==> src/rtl/ocl_axil_bridge.sv <==
// ocl_axil_bridge
//   AXI4-Lite slave front-end for the Ising core register interface.
//   Single-beat reads and writes, independent AW/W channels, address window
//   [0, ADDR_SPAN). Writes become a one-cycle core_wr_en strobe; reads become
//   a core_rd_req pulse followed by a wait for core_rd_valid with a timeout.
//
//   Ports:
//     clk_main_a0, rst_main_n_sync        clock, synchronous active-low reset
//     aw*/w*/b*                           AXI-L write address/data/response
//     ar*/r*                              AXI-L read address/data
//     core_wr_en/addr/data/strb           core write strobe and payload
//     core_rd_req/addr                    core read request
//     core_rd_valid/data                  core read response
//
//   Optional: define OCL_BRIDGE_STATS_EN to add write/read/timeout counters
//   at ADDR_SPAN+0x0/+0x4/+0x8 (any write there clears all three).
//
//   state     | meaning
//   W_IDLE    | waiting for AW and/or W
//   W_HAVE_A  | address latched, waiting for W
//   W_HAVE_D  | data/strobes latched, waiting for AW
//   W_EXEC    | issue core write (if valid), compute bresp
//   W_RESP    | bvalid held until bready
//   R_IDLE    | waiting for AR
//   R_WAIT    | core read outstanding, timeout running
//   R_RESP    | rvalid held until rready
module ocl_axil_bridge #(
  parameter logic [31:0] ADDR_SPAN  = 32'h0000_1000,
  parameter int unsigned RD_TIMEOUT = 256,
  parameter logic [31:0] ERR_DATA   = 32'hDEAD_BEEF
) (
  input  logic        clk_main_a0,
  input  logic        rst_main_n_sync,
  input  logic        awvalid,
  input  logic [31:0] awaddr,
  output logic        awready,
  input  logic        wvalid,
  input  logic [31:0] wdata,
  input  logic [3:0]  wstrb,
  output logic        wready,
  output logic        bvalid,
  output logic [1:0]  bresp,
  input  logic        bready,
  input  logic        arvalid,
  input  logic [31:0] araddr,
  output logic        arready,
  output logic        rvalid,
  output logic [31:0] rdata,
  output logic [1:0]  rresp,
  input  logic        rready,
  output logic        core_wr_en,
  output logic [31:0] core_wr_addr,
  output logic [31:0] core_wr_data,
  output logic [3:0]  core_wr_strb,
  output logic        core_rd_req,
  output logic [31:0] core_rd_addr,
  input  logic        core_rd_valid,
  input  logic [31:0] core_rd_data
);

  typedef enum logic [2:0] {W_IDLE, W_HAVE_A, W_HAVE_D, W_EXEC, W_RESP} w_state_t;
  typedef enum logic [1:0] {R_IDLE, R_WAIT, R_RESP} r_state_t;

  localparam logic [1:0]  RESP_OKAY   = 2'b00;
  localparam logic [1:0]  RESP_SLVERR = 2'b10;
  localparam logic [15:0] TO_LOAD     = 16'(RD_TIMEOUT - 1);

  w_state_t    w_state, w_next;
  r_state_t    r_state, r_next;
  logic        aw_hs, w_hs, ar_hs;
  logic [31:0] wr_addr_q, wr_data_q, rd_addr_q, rdata_q;
  logic [3:0]  wr_strb_q;
  logic [1:0]  bresp_q, rresp_q;
  logic        rd_req_q, rd_timeout;
  logic [15:0] rd_cnt_q;
  logic        wr_in_range, ar_in_range;
  logic        wr_stat_hit, ar_stat_hit, rd_stat_q;
  logic [31:0] stat_rdata;

  assign aw_hs       = awvalid & awready;
  assign w_hs        = wvalid & wready;
  assign ar_hs       = arvalid & arready;
  assign wr_in_range = wr_addr_q < ADDR_SPAN;
  assign ar_in_range = araddr < ADDR_SPAN;

  assign core_wr_addr = wr_addr_q;
  assign core_wr_data = wr_data_q;
  assign core_wr_strb = wr_strb_q;
  assign core_rd_req  = rd_req_q;
  assign core_rd_addr = rd_addr_q;
  assign bresp        = bresp_q;
  assign rdata        = rdata_q;
  assign rresp        = rresp_q;

`ifdef OCL_BRIDGE_STATS_EN
  logic [31:0] wr_off, ar_off;
  logic [31:0] cnt_wr, cnt_rd, cnt_to;
  logic [1:0]  rd_sel_q;

  // The !in_range term guarantees addr >= ADDR_SPAN, so the offsets never wrap.
  assign wr_off      = wr_addr_q - ADDR_SPAN;
  assign ar_off      = araddr - ADDR_SPAN;
  assign wr_stat_hit = !wr_in_range && (wr_off <= 32'd8);
  assign ar_stat_hit = !ar_in_range && (ar_off < 32'd12);

  always_ff @(posedge clk_main_a0) begin
    if (!rst_main_n_sync) begin
      rd_stat_q <= 1'b0;
      rd_sel_q  <= 2'd0;
      cnt_wr    <= '0;
      cnt_rd    <= '0;
      cnt_to    <= '0;
    end else begin
      if (ar_hs) begin
        rd_stat_q <= ar_stat_hit;
        rd_sel_q  <= ar_off[3:2];
      end
      if (w_state == W_EXEC && wr_stat_hit) begin
        cnt_wr <= '0;
        cnt_rd <= '0;
        cnt_to <= '0;
      end else begin
        if (bvalid && bready) cnt_wr <= cnt_wr + 32'd1;
        if (rvalid && rready) cnt_rd <= cnt_rd + 32'd1;
        if (rd_timeout)       cnt_to <= cnt_to + 32'd1;
      end
    end
  end

  always_comb begin
    stat_rdata = cnt_to;
    case (rd_sel_q)
      2'd0:    stat_rdata = cnt_wr;
      2'd1:    stat_rdata = cnt_rd;
      default: stat_rdata = cnt_to;
    endcase
  end
`else
  assign wr_stat_hit = 1'b0;
  assign ar_stat_hit = 1'b0;
  assign rd_stat_q   = 1'b0;
  assign stat_rdata  = '0;
`endif

  // Write FSM
  always_ff @(posedge clk_main_a0) begin
    if (!rst_main_n_sync) w_state <= W_IDLE;
    else                  w_state <= w_next;
  end

  always_comb begin
    w_next     = w_state;
    awready    = 1'b0;
    wready     = 1'b0;
    core_wr_en = 1'b0;
    bvalid     = 1'b0;
    case (w_state)
      W_IDLE: begin
        awready = 1'b1;
        wready  = 1'b1;
        if (awvalid && wvalid) w_next = W_EXEC;
        else if (awvalid)      w_next = W_HAVE_A;
        else if (wvalid)       w_next = W_HAVE_D;
      end
      W_HAVE_A: begin
        wready = 1'b1;
        if (wvalid) w_next = W_EXEC;
      end
      W_HAVE_D: begin
        awready = 1'b1;
        if (awvalid) w_next = W_EXEC;
      end
      W_EXEC: begin
        core_wr_en = wr_in_range && (wr_strb_q != 4'd0);
        w_next     = W_RESP;
      end
      W_RESP: begin
        bvalid = 1'b1;
        if (bready) w_next = W_IDLE;
      end
      default: w_next = W_IDLE;
    endcase
  end

  always_ff @(posedge clk_main_a0) begin
    if (!rst_main_n_sync) begin
      wr_addr_q <= '0;
      wr_data_q <= '0;
      wr_strb_q <= '0;
      bresp_q   <= RESP_OKAY;
    end else begin
      if (aw_hs) wr_addr_q <= awaddr;
      if (w_hs) begin
        wr_data_q <= wdata;
        wr_strb_q <= wstrb;
      end
      if (w_state == W_EXEC)
        bresp_q <= (wr_in_range || wr_stat_hit) ? RESP_OKAY : RESP_SLVERR;
    end
  end

  // Read FSM
  always_ff @(posedge clk_main_a0) begin
    if (!rst_main_n_sync) r_state <= R_IDLE;
    else                  r_state <= r_next;
  end

  always_comb begin
    r_next     = r_state;
    arready    = 1'b0;
    rvalid     = 1'b0;
    rd_timeout = 1'b0;
    case (r_state)
      R_IDLE: begin
        arready = 1'b1;
        if (arvalid) r_next = (ar_in_range || ar_stat_hit) ? R_WAIT : R_RESP;
      end
      R_WAIT: begin
        if (rd_stat_q || core_rd_valid) begin
          r_next = R_RESP;
        end else if (rd_cnt_q == 16'd0) begin
          rd_timeout = 1'b1;
          r_next     = R_RESP;
        end
      end
      R_RESP: begin
        rvalid = 1'b1;
        if (rready) r_next = R_IDLE;
      end
      default: r_next = R_IDLE;
    endcase
  end

  // Timeout is a down-counter loaded with RD_TIMEOUT-1 on AR; reaching zero
  // without valid means RD_TIMEOUT R_WAIT cycles have elapsed.
  always_ff @(posedge clk_main_a0) begin
    if (!rst_main_n_sync) begin
      rd_req_q  <= 1'b0;
      rd_addr_q <= '0;
      rd_cnt_q  <= '0;
      rdata_q   <= '0;
      rresp_q   <= RESP_OKAY;
    end else begin
      rd_req_q <= ar_hs && ar_in_range;
      if (ar_hs) begin
        rd_addr_q <= araddr;
        rd_cnt_q  <= TO_LOAD;
        if (!ar_in_range && !ar_stat_hit) begin
          rdata_q <= ERR_DATA;
          rresp_q <= RESP_SLVERR;
        end
      end else if (r_state == R_WAIT) begin
        if (rd_stat_q) begin
          rdata_q <= stat_rdata;
          rresp_q <= RESP_OKAY;
        end else if (core_rd_valid) begin
          rdata_q <= core_rd_data;
          rresp_q <= RESP_OKAY;
        end else if (rd_timeout) begin
          rdata_q <= ERR_DATA;
          rresp_q <= RESP_SLVERR;
        end else begin
          rd_cnt_q <= rd_cnt_q - 16'd1;
        end
      end
    end
  end

endmodule

==> config.mk <==
export PLATFORM = sky130hd
export DESIGN_NAME = ocl_axil_bridge
export DESIGN_NICKNAME = d
export VERILOG_FILES = /design/src/rtl/ocl_axil_bridge.sv
export SDC_FILE = /design/constraint.sdc
export NUM_CORES = 1
export LEC_CHECK = 0
export BUFFER_PORTS_ARGS = -buffer_cell sky130_fd_sc_hd__buf_2
export CORE_UTILIZATION = 41
export DETAILED_ROUTE_END_ITERATION = 6
export HOLD_SLACK_MARGIN = 0.06
export MAX_ROUTING_LAYER = met4
export PLACE_DENSITY = 0.81
export SLEW_MARGIN = 10
export SYNTH_ARGS = -nofsm -noshare
export SYNTH_HDL_FRONTEND = slang
export SYNTH_SLANG_ARGS = --single-unit
==> constraint.sdc <==
create_clock -name clk_main_a0 -period 2.4 [get_ports clk_main_a0]
set_input_delay 0.24 -clock clk_main_a0 [delete_from_list [all_inputs] [get_ports clk_main_a0]]
set_output_delay 0.24 -clock clk_main_a0 [all_outputs]
set_load 0.05 [all_outputs]
==> summary.md, run 1 <==
The final weighted congestion of routability-driven global placement is 0.8451, and the area overhead of the layout relative to synthesis is 49.94%. The sequential share of the synthesized area was 0.5204. The number of hold violations in the final report came out at 0. The startpoint identified for the worst register-to-register timing path is rd_cnt_q[7]. STA classifies the critical path endpoint as an output port.

The number of I/O port buffers was 280. Launch point of the critical path: core_wr_addr[16]. The startpoint type of the worst setup path was a register. Total CTS buffers: 17. The most critical setup path has its endpoint at core_wr_en.

Proportion of synthesized flip-flops having asynchronous set or reset: 0. The total I/O pin count is 283, and the count of warnings emitted by yosys is 0. The number of antenna violations at the first check in global routing was 1. The netlist uses 50 different library cells.

By startpoint and endpoint, the worst setup path is classified as reg -> out. TritonCTS built the clock tree. After clock tree synthesis, the clock-pin slew on the worst setup and hold paths is 0.06 ns. The maximum clock frequency was 478.4 MHz; the global routing usage summed across all routing layers was 0.2695. The first global-routing pass estimated 30620 microns of wire. The worst hold path was traced through 3 stages. By area, the combinational part of the netlist is dominated by simple AND/OR/NAND/NOR gates. The cell with the most instances after synthesis was nand2_1.

In the final layout, the multi-input gates occupy 2639 sq um. Across all register-to-register paths, the minimum setup slack is 0.39 ns. The xor/xnor share of the synthesized area came out at 0. The area fraction in and, or, nand and nor cells after synthesis was 0.2490; the clock insertion delay at the later pin of the skew report was 0.42 ns.

After technology mapping, the gate count stands at 741. Arrival time at the worst endpoint: 1.85 ns. For the worst setup path, the data required time is 2.16 ns. The initial cell density of the core is 0.4257.

In this run the worst path has a maximum fanout of 3. The number of vias per cell was 5.229. The share of the synthesized area in compound gates (AO/OA/AOI/OAI) is 0.1772. Setup repair after global routing left no endpoint under its margin.

The endpoint identified for the worst register-to-register timing path is rd_cnt_q[5]. The run gives 0 as the final number of max-transition violations. The final critical delay including setup and external delays is 2.090 ns, and the number of synthesized register bits is 156.

Dividing the detail-routed wire length by the instance count gives 15.61 microns. The power per cell area works out to 815.0 nW/um^2. The proportion of synthesized area in mux cells was 0.006672. For the worst flop-to-flop path, the logic depth is 5.

The adder-cell area share of the yosys netlist was 0.004170; the area of the mapped netlist was 6001 sq um. Counting instances in the post-synthesis netlist gives the leading cell types as nand2_1, dfxtp_1, a21oi_1, clkbuf_1, nor2_1. After floorplanning, the core was sized to cover 14100 sq um. The cell sitting at the root of the clock tree is a clkbuf_16. Each instance of the synthesized netlist takes up on average 8.098 sq um. For this run, the leading register cell type out of synthesis is dfxtp_1. Max-capacitance violation count: 0. The share of Yosys cell area claimed by the top area cell type was 0.5204; the number of rows created at floorplan was 43. The total number of nets in the final design was 1219; the number of detailed-route iterations in the first pass was 5. Worst min-delay path category: in -> reg. The number of H-tree levels came out at 4. Entering global routing, the biggest net connects 65 pins. The worst hold path begins at araddr[11].

The count of nets left with antenna violations after detail routing came out at 0. The via count of the first global-routing pass came out at 6431. In the routed design, unresolved DRC markers number 0. The total wirelength of the detailed-routed design was 19870 microns.

The number of clock sinks was 156; the worst-case headroom to the max-slew limit was 0.4420. For this block, the via count after detailed routing is 6656. The HPWL after detailed placement is 12250 microns. By area the synthesized netlist is led by dfxtp_1, nand2_1, a21oi_1, clkbuf_1, a31oi_1. The run gives 3123 sq um as the combined flip-flop and latch cell area. The flow ran to the end, and the final reports show no timing, DRC or antenna violations. Worst IR drop on VDD: 0.6911 mV. Post-CTS timing repair inserted 0 buffers for setup.

In this run, synthesis inferred 0 flip-flops with an integrated enable. Total of fill cells in the finished design: 1147. The tools report the die outline area as 15120 sq um.

Counting along the longest clock path gives a buffer depth of 2. Count of endpoints failing setup in the final report: 0. The final standard cell utilization of the core was 0.6383.

The height of the die is 123.0 microns, and the period utilization is 0.8709. The die is 123.0 microns wide. In this run the static leakage power is 4.174 nW. On the final layout, the worst clock skew is 0.009672 ns.

For the DRC violation total after the first TritonRoute iteration, the log shows 461. Global routing finished with a remaining overflow of 0. For the final routed database, the setup TNS stands at 0 ns. The biggest area contributor in the post-synthesis netlist is dfxtp_1. At the pin with the least slew margin, the transition time is 0.8370 ns. The fraction of final layout cells with drive strength greater than 1 was 0.3239.
worst min-delay path by stage:
stage	to	slack (ns)
detailed placement	core_wr_addr[9]	0.44
finish	core_rd_addr[11]	0.08
global placement	core_wr_data[25]	0.44
CTS	core_wr_data[3]	0.06
floorplan	core_wr_addr[24]	0.38
global route	core_wr_data[3]	0.06
worst max-delay path: stages (launching register included):
cell and delay, ns:
dfxtp_1 0.32, nor4_1 0.35, nand4_1 0.20, nor3_1 0.25
buf_2 0.31
routing by layer:
metal / vias up / track usage / share of wire
li1: 3211 / - / -
met1: 3104 / 0.2995 / 0.40
met2: 297 / 0.4533 / 0.51
met3: 44 / 0.06965 / 0.066
met4: 0 / 0.1235 / 0.026
met5: - / - / 0
layout by cell type (no fill, tap or decap), types with 3 or more instances in the layout:
cell type,instances
buf_2,280
nand2_1,210
dfxtp_1,156
a21oi_1,110
dlygate4sd3_1,75
nor2_1,36
a31oi_1,28
o21ai_0,27
and3_1,18
clkbuf_16,17
buf_4,17
nor4_1,16
a31o_2,8
bufinv_16,6
inv_1,5
or4_1,5
nand3_1,4
or3_1,4
mux2i_1,4
a211oi_1,4
diode_2,3
nor3_1,3
clkinv_2,3
nand2b_1,3
o31ai_1,3
nand4b_1,3
cells by family (layout without fill, tap and decap cells):
logic type,count (synthesis),after routing
buf+inv,63,411
flops,156,156
simple gates,325,325
mux,4,4
compound gates,190,190
fa+ha+maj,2,2
other cells,1,5
through the flow:
| stage | total power [mW] | hold WS [ns] | std cells | cell area (sq um) | worst slack (ns) |
|---|---|---|---|---|---|
| 3_5_place_dp | 4.180 | 0.4434 | 1163 | 7560 | 0.3941 |
| 5_1_grt | 7.597 | 0.06368 | 1271 | 8992 | 0.1873 |
| 2_1_floorplan | 3.794 | 0.3760 | 742 | 6005 | 0.1252 |
| 3_3_place_gp | 4.164 | 0.4385 | 1163 | 7560 | 0.4178 |
| 6_report | 7.333 | 0.07618 | 1273 | 8997 | 0.3097 |
| 4_1_cts | 7.348 | 0.06046 | 1270 | 8990 | 0.3292 |
flip-flops by register name, summed over array words and instances, names as in the netlist:
register and count:
w_state 3, rresp 1, bresp 1, core_wr_addr 32, core_rd_addr 32, core_wr_strb 4
core_rd_req 1, rd_cnt_q 16, rdata 32, r_state 2, core_wr_data 32
layout make-up:
cell class / instances / share of cell area
Sequential cell: 156 / 0.3471
Multi-Input combinational cell: 523 / 0.2933
Timing Repair Buffer: 373 / 0.2556
Clock buffer: 18 / 0.04881
Clock inverter: 14 / 0.02670
Tap cell: 180 / 0.02503
Inverter: 6 / 0.002642
Antenna cell: 3 / 0.0008344
power breakdown:
group	switching, mW	internal, mW
Clock	1.10	1.98
Sequential	0.103	2.75
Combinational	0.967	0.426
Total	2.17	5.16
repair_timing:
| item | CTS | global route |
|---|---|---|
| hold buffers | 75 | 0 |
| gates resized for setup | 0 | 0 |
| hold endpoints to repair | 75 | 0 |
Note: power is estimated with default switching activity, not from simulation.
==> run 2, diff against run 1 <==
==> constraint.sdc (replaced) <==
create_clock -name clk_main_a0 -period 2.4 [get_ports clk_main_a0]
set_input_delay 0.12 -clock clk_main_a0 [delete_from_list [all_inputs] [get_ports clk_main_a0]]
set_output_delay 0.12 -clock clk_main_a0 [all_outputs]
set_load 0.05 [all_outputs]
==> run 2 against run 1 <==
Against the previous run: clock skew about the same; flip-flop and latch count unchanged; largest cell class unchanged; sequential power is essentially flat; final area grew 6.1%; critical endpoint is now rdata[23]; highest routed layer unchanged; via count rose by 5.8%; wire length is 7.7% higher; global-route usage is 1.6 points higher.
==> summary.md, run 2 (synthesis results as in run 1) <==
The run finished with clean final reports. The area of the placeable core was 14100 sq um (unchanged); the average wire per cell in the routed design was 16.06 microns (+2.9%). Start point of the worst min-delay path: rst_main_n_sync. The run gives 0 (unchanged) as the max-capacitance violation count. The number of vias per cell was 5.286 (+1.1%); the DRC violation count after routing was 0 (unchanged). The count of nets left with antenna violations after detail routing was 0 (unchanged); the worst IR drop on VDD was 0.7711 mV (+12%).

The total wirelength of the detailed-routed design is 21390 microns (+7.7%), and the maximum fanout along the worst path is 15 (+12). HPWL reported at the end of detailed placement: 11930 microns (-2.7%). The power per cell area is 751.8 nW/um^2 (-7.8%).

The run gives 0 (unchanged) as the count of instances resized after the clock tree is built. The worst stage delay on the critical path is 0.68 ns (+0.33 ns). Launch point of the critical path: rd_cnt_q[6].

The height of the die was 123.0 microns (unchanged); the global route total overflow was 0 (unchanged). For the maximum clock frequency, the log shows 484.5 MHz (+1.3%). For the number of antenna violations at the first check in global routing, the log shows 2 (+1). The via count of the first global-routing pass was 6708 (+4.3%).

The root buffer cell was clkbuf_16. The total I/O pin count was 283 (unchanged); the DRC violation total after the first TritonRoute iteration was 492 (+6.7%). The run gives 2.73 ns (+0.57 ns) as the required time reported for the critical path endpoint.

The arrival time at the worst endpoint is 2.40 ns (+0.55 ns). The period utilization was 0.8601 (-0.01087). Power consumption: 7.177 mW (-2.1%). The sum of negative setup slack was 0 ns (unchanged). The worst slack at placement came out at 0.3757 ns (-0.01842 ns). The horizontal extent of the die was 123.0 microns (unchanged). The run gives 0.8133 (-3.8%) as the final weighted congestion of routability-driven global placement. Number of detailed-route iterations in the first pass: 5 (unchanged).

The run gives 0 (unchanged) as the post-CTS repair timing setup buffer count. The worst-case headroom to the max-slew limit was 0.2433 (-0.1987); the global routing usage summed across all routing layers was 0.2860 (+0.01649). The tools report the clock insertion delay at the later pin of the skew report as 0.42 ns (about the same). The signal on the critical path passes through or4_1 -> nor4_4 -> nand2_2 -> buf_4 -> a31oi_1. The worst min-delay path category was in -> reg. The worst setup path is launched from a register. The tools report the maximum buffer depth of the clock tree as 2 (unchanged).

The tools report the clock skew as 0.009516 ns (-0.0001558 ns). Setup repair after global routing left no endpoint under its margin. In the layout the commonest cells are buf_2, nand2_1, dfxtp_1. The initial cell density of the core was 0.4257 (unchanged). Die outline area: 15120 sq um (unchanged).

The slew at the pin closest to its max-slew limit was 1.135 ns (+0.2981 ns); the wire length of the first global-routing pass was 32560 microns (+6.3%). The number of I/O port buffers is 280 (unchanged). The logs give 1278 (+4.8%) for the total number of nets in the final design and 0.3358 ns (+0.02608 ns) for the final setup slack of the worst path. For the total CTS buffers, the log shows 17 (unchanged). Cell count after placement: 1160 (-0.26%). Among all stages on the critical path, the largest delay is contributed by or4_1.

Relative to the synthesized area, the layout overhead comes to 59.09%. The number of clock sinks is 156 (unchanged), and the total leakage power is 4.386 nW (+5.1%). The final critical delay including setup and external delays was 2.064 ns (-0.02608 ns). The number of H-tree levels was 4 (unchanged).

The fraction of final layout cells with drive strength greater than 1 is 0.3046 (-0.01924). The register-to-register setup slack is 0.34 ns (-0.05 ns), and the number of hold violations in the final report is 0 (unchanged). The library cell used most frequently in the layout, excluding fill and tap cells, is buf_2. In this run the critical register-to-register path is launched from rd_cnt_q[6]. The final number of max-transition violations is 0 (unchanged). The via count came out at 7041 (+5.8%).

The count of endpoints failing setup in the final report is 0 (unchanged), and the number of rows created at floorplan is 43 (unchanged). The worst setup path is of the reg -> reg kind. TritonCTS built the clock tree. The tools report the hold-fix buffer count after cts as 137 (+83%). The clock input transition at the sequential cells of the worst setup and hold paths is 0.06 ns (about the same).

The pin count of the biggest net entering global routing is 63 (-3.1%), and the final non-filler cell total is 1332 (+4.6%). The type of element capturing the critical path is a register.
-- run 2: cell count changes in the layout (fill, tap and decap cells not counted) --
cell,change
dlygate4sd3_1,+62
buf_4,-3
bufinv_16,-3
clkinv_4,+3
clkbuf_8,+2
clkinv_2,-2
clkinvlp_4,+2
inv_6,-2
-- run 2: worst max-delay path, delay by kind of cell, from the launching register on --
kind / cells / cell delay (ns)
DFF: 1 / 0.36
AOI/OAI and AO/OA: 1 / 0.19
and+or+nand+nor: 3 / 1.17
buffers and inverters: 1 / 0.26
-- run 2: path summary, 6_finish.rpt --
check,end,depth (start not counted)
setup / recovery,rdata[23],5
hold / removal,rd_cnt_q[15],3
setup reg to reg,rdata[23],5
hold reg to reg,core_rd_addr[16],2
-- run 2: cell type report --
cell class	instances	area, sq um
antenna	3	7.507
tap	180	225.2
fill	1059	4549
clock buffer	20	466.7
sequential	156	3123
clock inverter	12	163.9
inverter	6	23.77
timing repair buffer	432	2898
multi-input combinational	523	2639
-- run 2: metal layers --
metal | GRT usage | wire length (microns) | up-vias
met5 | - | 0 | -
met3 | 0.07611 | 1625 | 74
met1 | 0.3086 | 8076 | 3249
met2 | 0.4930 | 10900 | 381
li1 | - | - | 3337
met4 | 0.1258 | 789 | 0
-- run 2: through the flow --
step | cell area (sq um) | utilization | hold WS [ns]
finish | 9547 | 0.6773 | 0.1283
global route | 9544 | 0.6771 | 0.1280
CTS | 9539 | 0.6767 | 0.1067
detailed placement | 7537 | 0.5347 | 0.3644
global placement | 7537 | 0.5347 | 0.3598
floorplan | 6005 | - | 0.2560
-- run 2: power breakdown --
group | switching (mW) | internal, mW
combinational | 0.994 | 0.488
sequential | 0.106 | 2.75
clock | 1.11 | 1.73
total | 2.21 | 4.97
